$ cat src/rtl/pwr_pkg.sv
// pwr_pkg: power sequencer state codes, simulation timing defaults and helpers.
package pwr_pkg;

    typedef enum logic [2:0] {
        S_OFF     = 3'd0,
        S_ON_ARM  = 3'd1,
        S_ON      = 3'd2,
        S_HOLD    = 3'd3,
        S_OFF_REL = 3'd4
    } pwr_state_e;

    localparam int unsigned SIM_LONG_CYCLES = 8;
    localparam int unsigned SIM_GESTURE_WIN = 10;
    localparam int unsigned SIM_IDLE_CYCLES = 20;

    function automatic logic is_powered(input pwr_state_e s);
        return s inside {S_ON_ARM, S_ON, S_HOLD};
    endfunction

endpackage

$ cat src/rtl/gesture_detect.sv
// gesture_detect: two-pulse swipe tracker; seq_lr/seq_rl pulse when the opposite
// sensor fires inside the window after the first one.
module gesture_detect
    import pwr_pkg::*;
#(
    parameter int unsigned WIN   = SIM_GESTURE_WIN,
    parameter int unsigned CNT_W = 32
) (
    input  logic clk,
    input  logic rst_n,
    input  logic clr,
    input  logic en,
    input  logic left,
    input  logic right,
    output logic seq_lr,
    output logic seq_rl
);

    logic             arm_l_q, arm_l_d, arm_r_q, arm_r_d;
    logic [CNT_W-1:0] cnt_q, cnt_d;
    logic             in_win;

    // Completion outputs depend only on registered state so clr may follow the FSM.
    assign in_win = cnt_q < CNT_W'(WIN);
    assign seq_lr = en && right && !left && arm_l_q && in_win;
    assign seq_rl = en && left && !right && arm_r_q && in_win;

    always_comb begin
        arm_l_d = arm_l_q;
        arm_r_d = arm_r_q;
        cnt_d   = cnt_q;
        if (!en || clr || (left && right) || seq_lr || seq_rl) begin
            arm_l_d = 1'b0;
            arm_r_d = 1'b0;
            cnt_d   = '0;
        end else if (left || right) begin
            arm_l_d = left;
            arm_r_d = right;
            cnt_d   = '0;
        end else if (arm_l_q || arm_r_q) begin
            arm_l_d = in_win && arm_l_q;
            arm_r_d = in_win && arm_r_q;
            cnt_d   = in_win ? cnt_q + CNT_W'(1) : '0;
        end
    end

    always_ff @(posedge clk or negedge rst_n) begin
        if (!rst_n) begin
            arm_l_q <= 1'b0;
            arm_r_q <= 1'b0;
            cnt_q   <= '0;
        end else begin
            arm_l_q <= arm_l_d;
            arm_r_q <= arm_r_d;
            cnt_q   <= cnt_d;
        end
    end

endmodule

$ cat src/rtl/power_ctrl.sv
// power_ctrl: power-state sequencer combining button, swipe gestures and idle
// timeout into a registered power_on level with on/off event pulses.
module power_ctrl
    import pwr_pkg::*;
#(
    parameter int unsigned LONG_CYCLES = 300_000_000,
    parameter int unsigned GESTURE_WIN = 500_000_000,
    parameter int unsigned IDLE_CYCLES = 0,
    parameter int unsigned CNT_W       = 32
) (
    input  logic       clk,
    input  logic       rst_n,
    input  logic       btn_power,
    input  logic       gesture_left,
    input  logic       gesture_right,
    input  logic       activity,
    output logic       power_on,
    output logic       on_pulse,
    output logic       off_pulse,
    output logic [2:0] pwr_state
);

    pwr_state_e       state_q, state_d;
    logic             btn_q, btn_d, btn_ok_q, btn_ok_d;
    logic             power_on_q, power_on_d, on_pulse_q, on_pulse_d, off_pulse_q, off_pulse_d;
    logic [CNT_W-1:0] hold_cnt_q, hold_cnt_d, idle_cnt_q, idle_cnt_d, hold_next;
    logic             btn_rise, idle_hit, seq_lr, seq_rl, gest_en, gest_clr;

    assign gest_en  = (state_q == S_OFF) || (state_q == S_ON);
    assign gest_clr = state_d != state_q;

    gesture_detect #(.WIN(GESTURE_WIN), .CNT_W(CNT_W)) u_gesture (
        .clk    (clk),
        .rst_n  (rst_n),
        .clr    (gest_clr),
        .en     (gest_en),
        .left   (gesture_left),
        .right  (gesture_right),
        .seq_lr (seq_lr),
        .seq_rl (seq_rl)
    );

    always_comb begin
        btn_d      = btn_power;
        // A button already held at reset release must be let go before it counts.
        btn_ok_d   = btn_ok_q || !btn_power;
        btn_rise   = btn_power && !btn_q && btn_ok_q;
        hold_next  = hold_cnt_q + CNT_W'(1);
        idle_cnt_d = '0;
        if (state_q == S_ON && !(activity || btn_power || gesture_left || gesture_right))
            idle_cnt_d = (&idle_cnt_q) ? idle_cnt_q : idle_cnt_q + CNT_W'(1);
        idle_hit   = (IDLE_CYCLES != 0) && (idle_cnt_d >= CNT_W'(IDLE_CYCLES));
        state_d    = state_q;
        hold_cnt_d = '0;
        case (state_q)
            S_OFF:     state_d = btn_rise ? S_ON_ARM : seq_lr ? S_ON : S_OFF;
            S_ON_ARM:  state_d = btn_power ? S_ON_ARM : S_ON;
            S_ON: begin
                state_d    = btn_rise ? S_HOLD : (seq_rl || idle_hit) ? S_OFF : S_ON;
                hold_cnt_d = btn_rise ? CNT_W'(1) : '0;
            end
            S_HOLD: begin
                state_d    = !btn_power ? S_ON : (hold_next >= CNT_W'(LONG_CYCLES)) ? S_OFF_REL : S_HOLD;
                hold_cnt_d = btn_power ? hold_next : '0;
            end
            S_OFF_REL: state_d = btn_power ? S_OFF_REL : S_OFF;
            default:   state_d = S_OFF;
        endcase
        power_on_d  = is_powered(state_d);
        on_pulse_d  = power_on_d && !power_on_q;
        off_pulse_d = !power_on_d && power_on_q;
    end

    always_ff @(posedge clk or negedge rst_n) begin
        if (!rst_n) begin
            state_q     <= S_OFF;
            btn_q       <= 1'b0;
            btn_ok_q    <= 1'b0;
            power_on_q  <= 1'b0;
            on_pulse_q  <= 1'b0;
            off_pulse_q <= 1'b0;
            hold_cnt_q  <= '0;
            idle_cnt_q  <= '0;
        end else begin
            state_q     <= state_d;
            btn_q       <= btn_d;
            btn_ok_q    <= btn_ok_d;
            power_on_q  <= power_on_d;
            on_pulse_q  <= on_pulse_d;
            off_pulse_q <= off_pulse_d;
            hold_cnt_q  <= hold_cnt_d;
            idle_cnt_q  <= idle_cnt_d;
        end
    end

    assign power_on  = power_on_q;
    assign on_pulse  = on_pulse_q;
    assign off_pulse = off_pulse_q;
    assign pwr_state = state_q;

endmodule

$ cat config.mk
export PLATFORM = sky130hd
export DESIGN_NAME = power_ctrl
export DESIGN_NICKNAME = d
export VERILOG_FILES = /design/src/rtl/pwr_pkg.sv /design/src/rtl/gesture_detect.sv /design/src/rtl/power_ctrl.sv
export SDC_FILE = /design/constraint.sdc
export NUM_CORES = 1
export LEC_CHECK = 0
export CAP_MARGIN = 20
export CORE_MARGIN = 1.5
export CORE_UTILIZATION = 55
export CTS_BUF_LIST = sky130_fd_sc_hd__clkbuf_2
export CTS_CLUSTER_DIAMETER = 60
export CTS_CLUSTER_SIZE = 8
export DETAILED_ROUTE_END_ITERATION = 6
export PLACE_DENSITY = 0.69
export SETUP_SLACK_MARGIN = 0.2
export SLEW_MARGIN = 20
export SYNTH_ARGS = -nofsm -noshare
export SYNTH_HDL_FRONTEND = slang
export SYNTH_SLANG_ARGS = --single-unit
$ cat constraint.sdc
create_clock -name clk -period 2.9 [get_ports clk]
set_input_delay 0.58 -clock clk [delete_from_list [all_inputs] [get_ports clk]]
set_output_delay 0.58 -clock clk [all_outputs]
set_load 0.01 [all_outputs]
==> results of run 1 <==
==> worst max-delay path, cell delays in order, from the launching register on <==
cell       delay (ns)
dfrtp_1          0.48
ha_1             0.26
buf_4            0.17
and4_1           0.25
nand4_2          0.16
a2111oi_0        0.38
o21a_1           0.17
o211ai_1         0.13
o211ai_4         0.28
o211a_1          0.20
==> logic make-up after synthesis <==
kind of cell / after synthesis / synth area share [%]
and+or+nand+nor: 239 / 30.23
xor gates and xnor gates: 46 / 9.507
buffers and inverters: 26 / 2.569
adders and majority gates: 2 / 0.5904
muxes: 2 / 0.4724
AOI/OAI and AO/OA: 76 / 12.93
DFF: 74 / 43.70
==> registers in the layout, summed over array words and instances, names as in the netlist <==
name and count:
pwr_state 3, btn_ok_q 1, u_gesture.cnt_q 32, u_gesture.arm_l_q 1
btn_q 1, power_on 1, on_pulse 1, u_gesture.arm_r_q 1
hold_cnt_q 32, off_pulse 1
==> area by class of cell <==
type	count	area [µm²]
multi-input cells	365	2277
well taps	99	123.9
repair buffers	22	187.7
clock buffers	10	50.05
flip-flops and latches	74	1852
fillers	642	2768
clock inverters	6	81.33
inverters	8	30.03
==> power groups by stage <==
stage          registers (W)  logic [W]  clock network [W]
4_1_cts              0.00106   0.000138           0.000671
5_1_grt              0.00106   0.000153           0.000714
2_1_floorplan        0.00108  0.0000708                  0
3_3_place_gp         0.00108   0.000136                  0
3_5_place_dp         0.00108   0.000138                  0
6_report             0.00106   0.000136           0.000657
==> per-stage QoR <==
step           total power (W)  std cells  hold slack, ns
2_1_floorplan         0.001147        465          0.2844
3_3_place_gp          0.001214        568          0.4407
3_5_place_dp          0.001217        568          0.4504
4_1_cts               0.001870        584          0.1727
5_1_grt               0.001930        584          0.2061
6_report              0.001855        584          0.1443
==> layer usage <==
metal  track usage [%]  share of wire [%]  vias up  routed length [µm]
met5                 0                  0        -                   0
li1                  -                  -     1713                   -
met3             3.535                2.5       11                 228
met1             30.49                 48     1682                4268
met2             38.10                 49       53                4356
met4             8.594                1.4        0                 124
==> cells in the final DEF (no fill, tap or decap), drive strengths merged, types with 3 or more instances in the layout <==
cell and instances:
a211oi 3, a21oi 18, a22oi 3, a311oi 3
a31oi 7, a41oi 4, and2 7, and3 9
and4 11, buf 13, clkbuf 10, clkdlybuf4s50 9
clkinv 3, dfrtp 74, inv 8, nand2 35
nand2b 3, nand3 28, nand4 23, nor2 75
nor2b 6, nor3 19, nor4 7, nor4b 3
o211a 3, o211ai 5, o21ai 12, o31ai 3
or2 3, or3 5, xnor2 17, xor2 29
==> worst paths after layout <==
check                                      to  slack [ns]     startpoint
max                                 off_pulse        0.37  hold_cnt_q[1]
min                            hold_cnt_q[29]        0.14          rst_n
max reg2reg                         off_pulse        0.37  hold_cnt_q[1]
min reg2reg                          btn_ok_q        0.49       btn_ok_q
max in group asynchronous  u_gesture.cnt_q[1]        2.12          rst_n
min in group clk                     btn_ok_q        0.49       btn_ok_q
==> summary.md, run 1 <==
| Metric | Value |
|---|---|
| DP HPWL | `5967 µm` |
| P_leak | `1.798 nW` |
| VDD IR-drop max | `0.2981 mV` |
| Setup slack at placement | `about 0.3 ns` |
| Worst endpoint data arrival time | `3.00 ns` |
| Clock Power Share | `35.4%` |
| Routed via count | `about 3500` |
| Min cycle time layout | `2.528 ns` |
| Switching pwr | `0.0004764 W` |
| # diodes | `0` |
| Logic gate share of total power | `7.3%` |
| Critical Path End Type | `register` |
| Gate Count Post-Synth | `465` |
| Fmax | `about 400 MHz` |
| Largest cells by area after synthesis | `dfrtp_1 44%, nor2_1 6.6%, xor2_1 6.0%` |
| RSZ-0062 raised after global routing | `no` |
| Crit path kind | `reg2reg` |
| Vias per cell | `5.923` |
| Area fraction of the dominant cell type after synthesis | `between 40 and 50%` |
| Die footprint | `8241 µm²` |
| Initial antenna violation count | `0` |
| Hold Buf Count CTS | `0` |
| Area grow syn2layout | `8.592%` |
| Max FO, Critical Path | `6` |
| Initial DRC Count | `around 170` |
| Mean Syn Cell Area | `9.114 µm²` |
| Total grt overflow | `0` |
| Final Cycle Share | `87.16%` |
| Hold Violations, Final | `0` |
| Worst Hold Class | `in2async` |
| Final ANT Viol Nets | `0` |
| Clock Path Buffers | `2` |
| Net Count, Synth | `473` |
| Core ar. | `7370 µm²` |
| Rel. slew slack | `between 30 and 40%` |
| Total CTS buffers | `9` |
| Initial Util | `between 50 and 60%` |
| Die width | `90.78 µm` |
| GRT Util Overall | `23.02%` |
| Register share of total power | `57.2%` |
| First-pass GRT wire length | `15320 µm` |
| Resized Gates After CTS | `0` |
| Startpoint Class | `register` |
| Cell taking the most area after synthesis | `dfrtp_1` |
| Routed WL per cell | `between 15 and 20 µm` |
| Post-synth cell types | `62` |
| Fin Setup TNS | `0 ns` |
| CTS tree | `yes` |
| PortBufs | `10` |
| Data required, critical path | `between 3 and 4 ns` |
| Post-CTS Setup Bufs | `0` |
| Worst-Margin Slew | `0.9396 ns` |
| Vias in the first global route | `3293` |
| Layout Nets | `488` |
| Outcome | `finished, final reports clean` |
| Reg clk slew, reported paths | `0.21 ns` |
| Clk sinks | `74` |
| Pin count of the biggest net entering global routing | `75` |
| Final worst slack | `0.3724 ns` |
| Max cap viols | `0` |
| Placed cell area | `4471 µm²` |
| TritonRoute pass-1 iters | `4` |
| GP Congestion | `0.8463` |
| PD cells | `403.1 nW/µm²` |
| Internal power | `0.001378 W` |
| Synth async-reset ratio | `100.0%` |
| DRC | `0` |
| Setup Skew | `about 0.020 ns` |
| Sw Share | `25.68%` |
| Post-layout util | `between 60 and 70%` |
| Most used flip-flop cell after synthesis | `dfrtp_1` |
| Site row count | `31` |
| YS warnings | `0` |
| Number of levels in the clock H-tree | `3` |
| Final instance area | `around 4600 µm²` |
| Clock Root Buffer | `clkbuf_2` |
| Final WL | `8978 µm` |
| Number of synthesized register bits | `74` |
| Most frequent cells after synthesis | `74 x dfrtp_1, 74 x nor2_1, 35 x nand2_1` |
| Mapped Area | `roughly 4200 µm²` |
| Slew Limit Fails | `0` |
| Clock latency on the worst-skew pair | `0.52 ns` |
| Top-Level Pins | `12` |
| R2R depth | `9` |
| Fraction of layout cells with a size suffix above 1 | `9.897%` |
| Setup violators final | `0` |
| Die Span Y | `between 90 and 100 µm` |
| Post-synth EDFFs | `0` |
| Seq/Total Area, Yosys | `43.70%` |
Note: power is estimated with default switching activity, not from simulation.
==> run 2, diff against run 1 <==
--- a/config.mk
+++ b/config.mk
@@ -6,13 +6,15 @@
 export NUM_CORES = 1
 export LEC_CHECK = 0
 export CAP_MARGIN = 20
+export CELL_PAD_IN_SITES_DETAIL_PLACEMENT = 1
+export CELL_PAD_IN_SITES_GLOBAL_PLACEMENT = 1
 export CORE_MARGIN = 1.5
-export CORE_UTILIZATION = 55
+export CORE_UTILIZATION = 45
 export CTS_BUF_LIST = sky130_fd_sc_hd__clkbuf_2
 export CTS_CLUSTER_DIAMETER = 60
 export CTS_CLUSTER_SIZE = 8
 export DETAILED_ROUTE_END_ITERATION = 6
-export PLACE_DENSITY = 0.69
+export PLACE_DENSITY = 0.75
 export SETUP_SLACK_MARGIN = 0.2
 export SLEW_MARGIN = 20
 export SYNTH_ARGS = -nofsm -noshare
==> constraint.sdc (replaced) <==
create_clock -name clk -period 2.2 [get_ports clk]
set_input_delay 0.44 -clock clk [delete_from_list [all_inputs] [get_ports clk]]
set_output_delay 0.44 -clock clk [all_outputs]
set_load 0.01 [all_outputs]
==> run 2 against run 1 <==
The flow now finishes with violations (setup timing). Largest power group unchanged. Combinational power rose by 96%. Cell count rose by 19%. Setup slack got worse by 0.52 ns. Utilization rose by 0.18 points. Hold slack improved by 0.26 ns. Die area rose by 21%. Largest cell class unchanged.
==> summary.md, run 2 (synthesized netlist as in run 1, its figures left out) <==
| Metric | Value |
|---|---|
| Outcome | `complete, but fails checks` |
| Failing checks | `setup timing` |
| Grt met3 use | `4.318% (+0.78 points)` |
| Top-Level Pins | `12 (unchanged)` |
| Initial Util | `46.08% (-11 points)` |
| Hold Violations, Final | `0 (unchanged)` |
| Design Power | `0.002634 W (+42%)` |
| Initial DRC Count | `134 (-20%)` |
| Flop2flop setup slack | `-0.15 ns (-0.52 ns)` |
| PD cells | `457.4 nW/µm² (+13%)` |
| DRC | `0 (unchanged)` |
| Vias in the first global route | `4270 (+30%)` |
| Worst reg2reg endpoint | `pwr_state[0]` |
| Final ANT Viol Nets | `0 (unchanged)` |
| Area grow syn2layout | `35.90%` |
| Routed WL per cell | `19.25 µm (+25%)` |
| Worst endpoint data arrival time | `2.85 ns (-0.15 ns)` |
| Critical Path End Type | `register` |
| GRT Util Overall | `26.79% (+3.8 points)` |
| Initial antenna violation count | `0 (unchanged)` |
| Final WL | `13400 µm (+49%)` |
| Final Cycle Share | `106.8% (+20 points)` |
| Reg-to-Reg Start | `hold_cnt_q[0]` |
| Clock latency on the worst-skew pair | `0.54 ns (+0.02 ns)` |
| Fraction of layout cells with a size suffix above 1 | `32.65% (+23 points)` |
| R2R depth | `11 (+2)` |
| # diodes | `0 (unchanged)` |
| Worst-Margin Slew | `0.6718 ns (-0.2678 ns)` |
| Placed Cells | `649 (+14%)` |
| Worst Hold Class | `in2async` |
| Clock Path Buffers | `2 (unchanged)` |
| Die width | `100.0 µm (+10%)` |
| Total grt overflow | `0 (unchanged)` |
| Final worst slack | `-0.1501 ns (-0.5225 ns)` |
| Reg clk slew, reported paths | `0.22 ns (about the same)` |
| Slew Limit Fails | `0 (unchanged)` |
| Most common cell after layout, fill and taps aside | `buf_4` |
| Vias per cell | `5.872 (-0.86%)` |
| Routed via count | `4087 (+18%)` |
| Site row count | `35 (+13%)` |
| Core ar. | `9196 µm² (+25%)` |
| Startpoint Class | `register` |
| VDD IR-drop max | `0.3184 mV (+6.8%)` |
| Clk sinks | `74 (unchanged)` |
| Setup Skew | `0.02808 ns (+0.007830 ns)` |
| Fmax | `425.5 MHz (+7.6%)` |
| GP Congestion | `0.8946 (+5.7%)` |
| P_leak | `2.409 nW (+34%)` |
| Most frequent cells in the layout | `97 x buf_4, 73 x nor2_1, 73 x dfrtp_1` |
| DP HPWL | `8338 µm (+40%)` |
| Post-Layout Cell Count | `696 (+19%)` |
| Data required, critical path | `2.70 ns (-0.67 ns)` |
| Min cycle time layout | `2.350 ns (-0.1775 ns)` |
| Setup slack at placement | `-0.2312 ns (-0.5311 ns)` |
| Pin count of the biggest net entering global routing | `43 (-43%)` |
| Die footprint | `10010 µm² (+21%)` |
| PortBufs | `10 (unchanged)` |
| WHS | `0.4058 ns (+0.2614 ns)` |
| Die Span Y | `100.0 µm (+10%)` |
| TritonRoute pass-1 iters | `4 (unchanged)` |
| GRT busiest layer | `met2` |
| RSZ-0062 raised after global routing | `yes` |
| Total CTS buffers | `9 (unchanged)` |
| Max FO, Critical Path | `6 (unchanged)` |
| Number of levels in the clock H-tree | `3 (unchanged)` |
| GR Layer Usage met1 | `31.25% (+0.76 points)` |
| Rel. slew slack | `54.58% (+17 points)` |
| Clock Root Buffer | `clkbuf_2` |
| First-pass GRT wire length | `21070 µm (+37%)` |
| Layout Nets | `589 (+21%)` |
| Crit path kind | `reg2reg` |
| Max cap viols | `0 (unchanged)` |
| Setup violators final | `6 (+6)` |
| CTS tree | `yes` |
| Met2 usage | `50.18% (+12 points)` |
| Post-layout util | `62.63% (+0.18 points)` |
## run 2: per-stage QoR
| step | TNS, ns | area [µm²] |
|---|---|---|
| 3_3_place_gp | -1.016 | 5016 |
| 2_1_floorplan | -0.08984 | 4244 |
| 3_5_place_dp | -1.630 | 5016 |
| 5_1_grt | -1.725 | 5759 |
| 6_report | -0.6762 | 5759 |
| 4_1_cts | -0.5028 | 5518 |
## run 2: timing repair
action	4_1_cts	5_1_grt
hold buffers	1	0
endpoints found under the setup margin	42	28
gates resized for setup	45	33
buffers inserted	17	13
hold endpoints to repair	41	0
gates cloned	1	0
pin swaps	19	24
## run 2: worst max-delay path, cell delays in order, from the launching register on
cell and delay (ns):
dfrtp_1 0.44, ha_4 0.18, nand4_4 0.17, nor4_4 0.17
buf_4 0.18, buf_12 0.10, mux2i_2 0.21, a22oi_2 0.13
a221oi_2 0.26, o211ai_4 0.18, buf_6 0.15, a21oi_2 0.12
## run 2: power by group
part	total (W)	internal, W	switching [W]	leakage, nW
logic	0.000267	0.000107	0.000160	1.31
clock network	0.000977	0.000479	0.000498	0.0870
registers	0.00139	0.00138	0.0000123	1.01
## run 2: how the worst max path moves through the flow
stage | from | endpoint | slack [ns] | cells after the start
floorplan | hold_cnt_q[0] | off_pulse | -0.05 | 9
global placement | hold_cnt_q[0] | off_pulse | -0.17 | 9
detailed placement | hold_cnt_q[0] | pwr_state[0] | -0.23 | 9
CTS | hold_cnt_q[0] | off_pulse | -0.14 | 9
global route | hold_cnt_q[5] | pwr_state[0] | -0.32 | 10
finish | hold_cnt_q[0] | pwr_state[0] | -0.15 | 11
## run 2: cell type report
cell class,instances,area [µm²]
multi-input combinational,365,2560
timing repair buffer,123,1026
inverter,8,30.03
clock inverter,6,106.4
fill,1056,3437
clock buffer,9,45.04
tap,111,138.9
sequential,74,1853
## run 2: layer usage
| layer | wire length, µm | vias to the layer above |
|---|---|---|
| met2 | 7384 | 61 |
| met4 | 165 | 0 |
| met5 | 0 | - |
| met3 | 328 | 16 |
| met1 | 5522 | 2093 |
| li1 | - | 1917 |
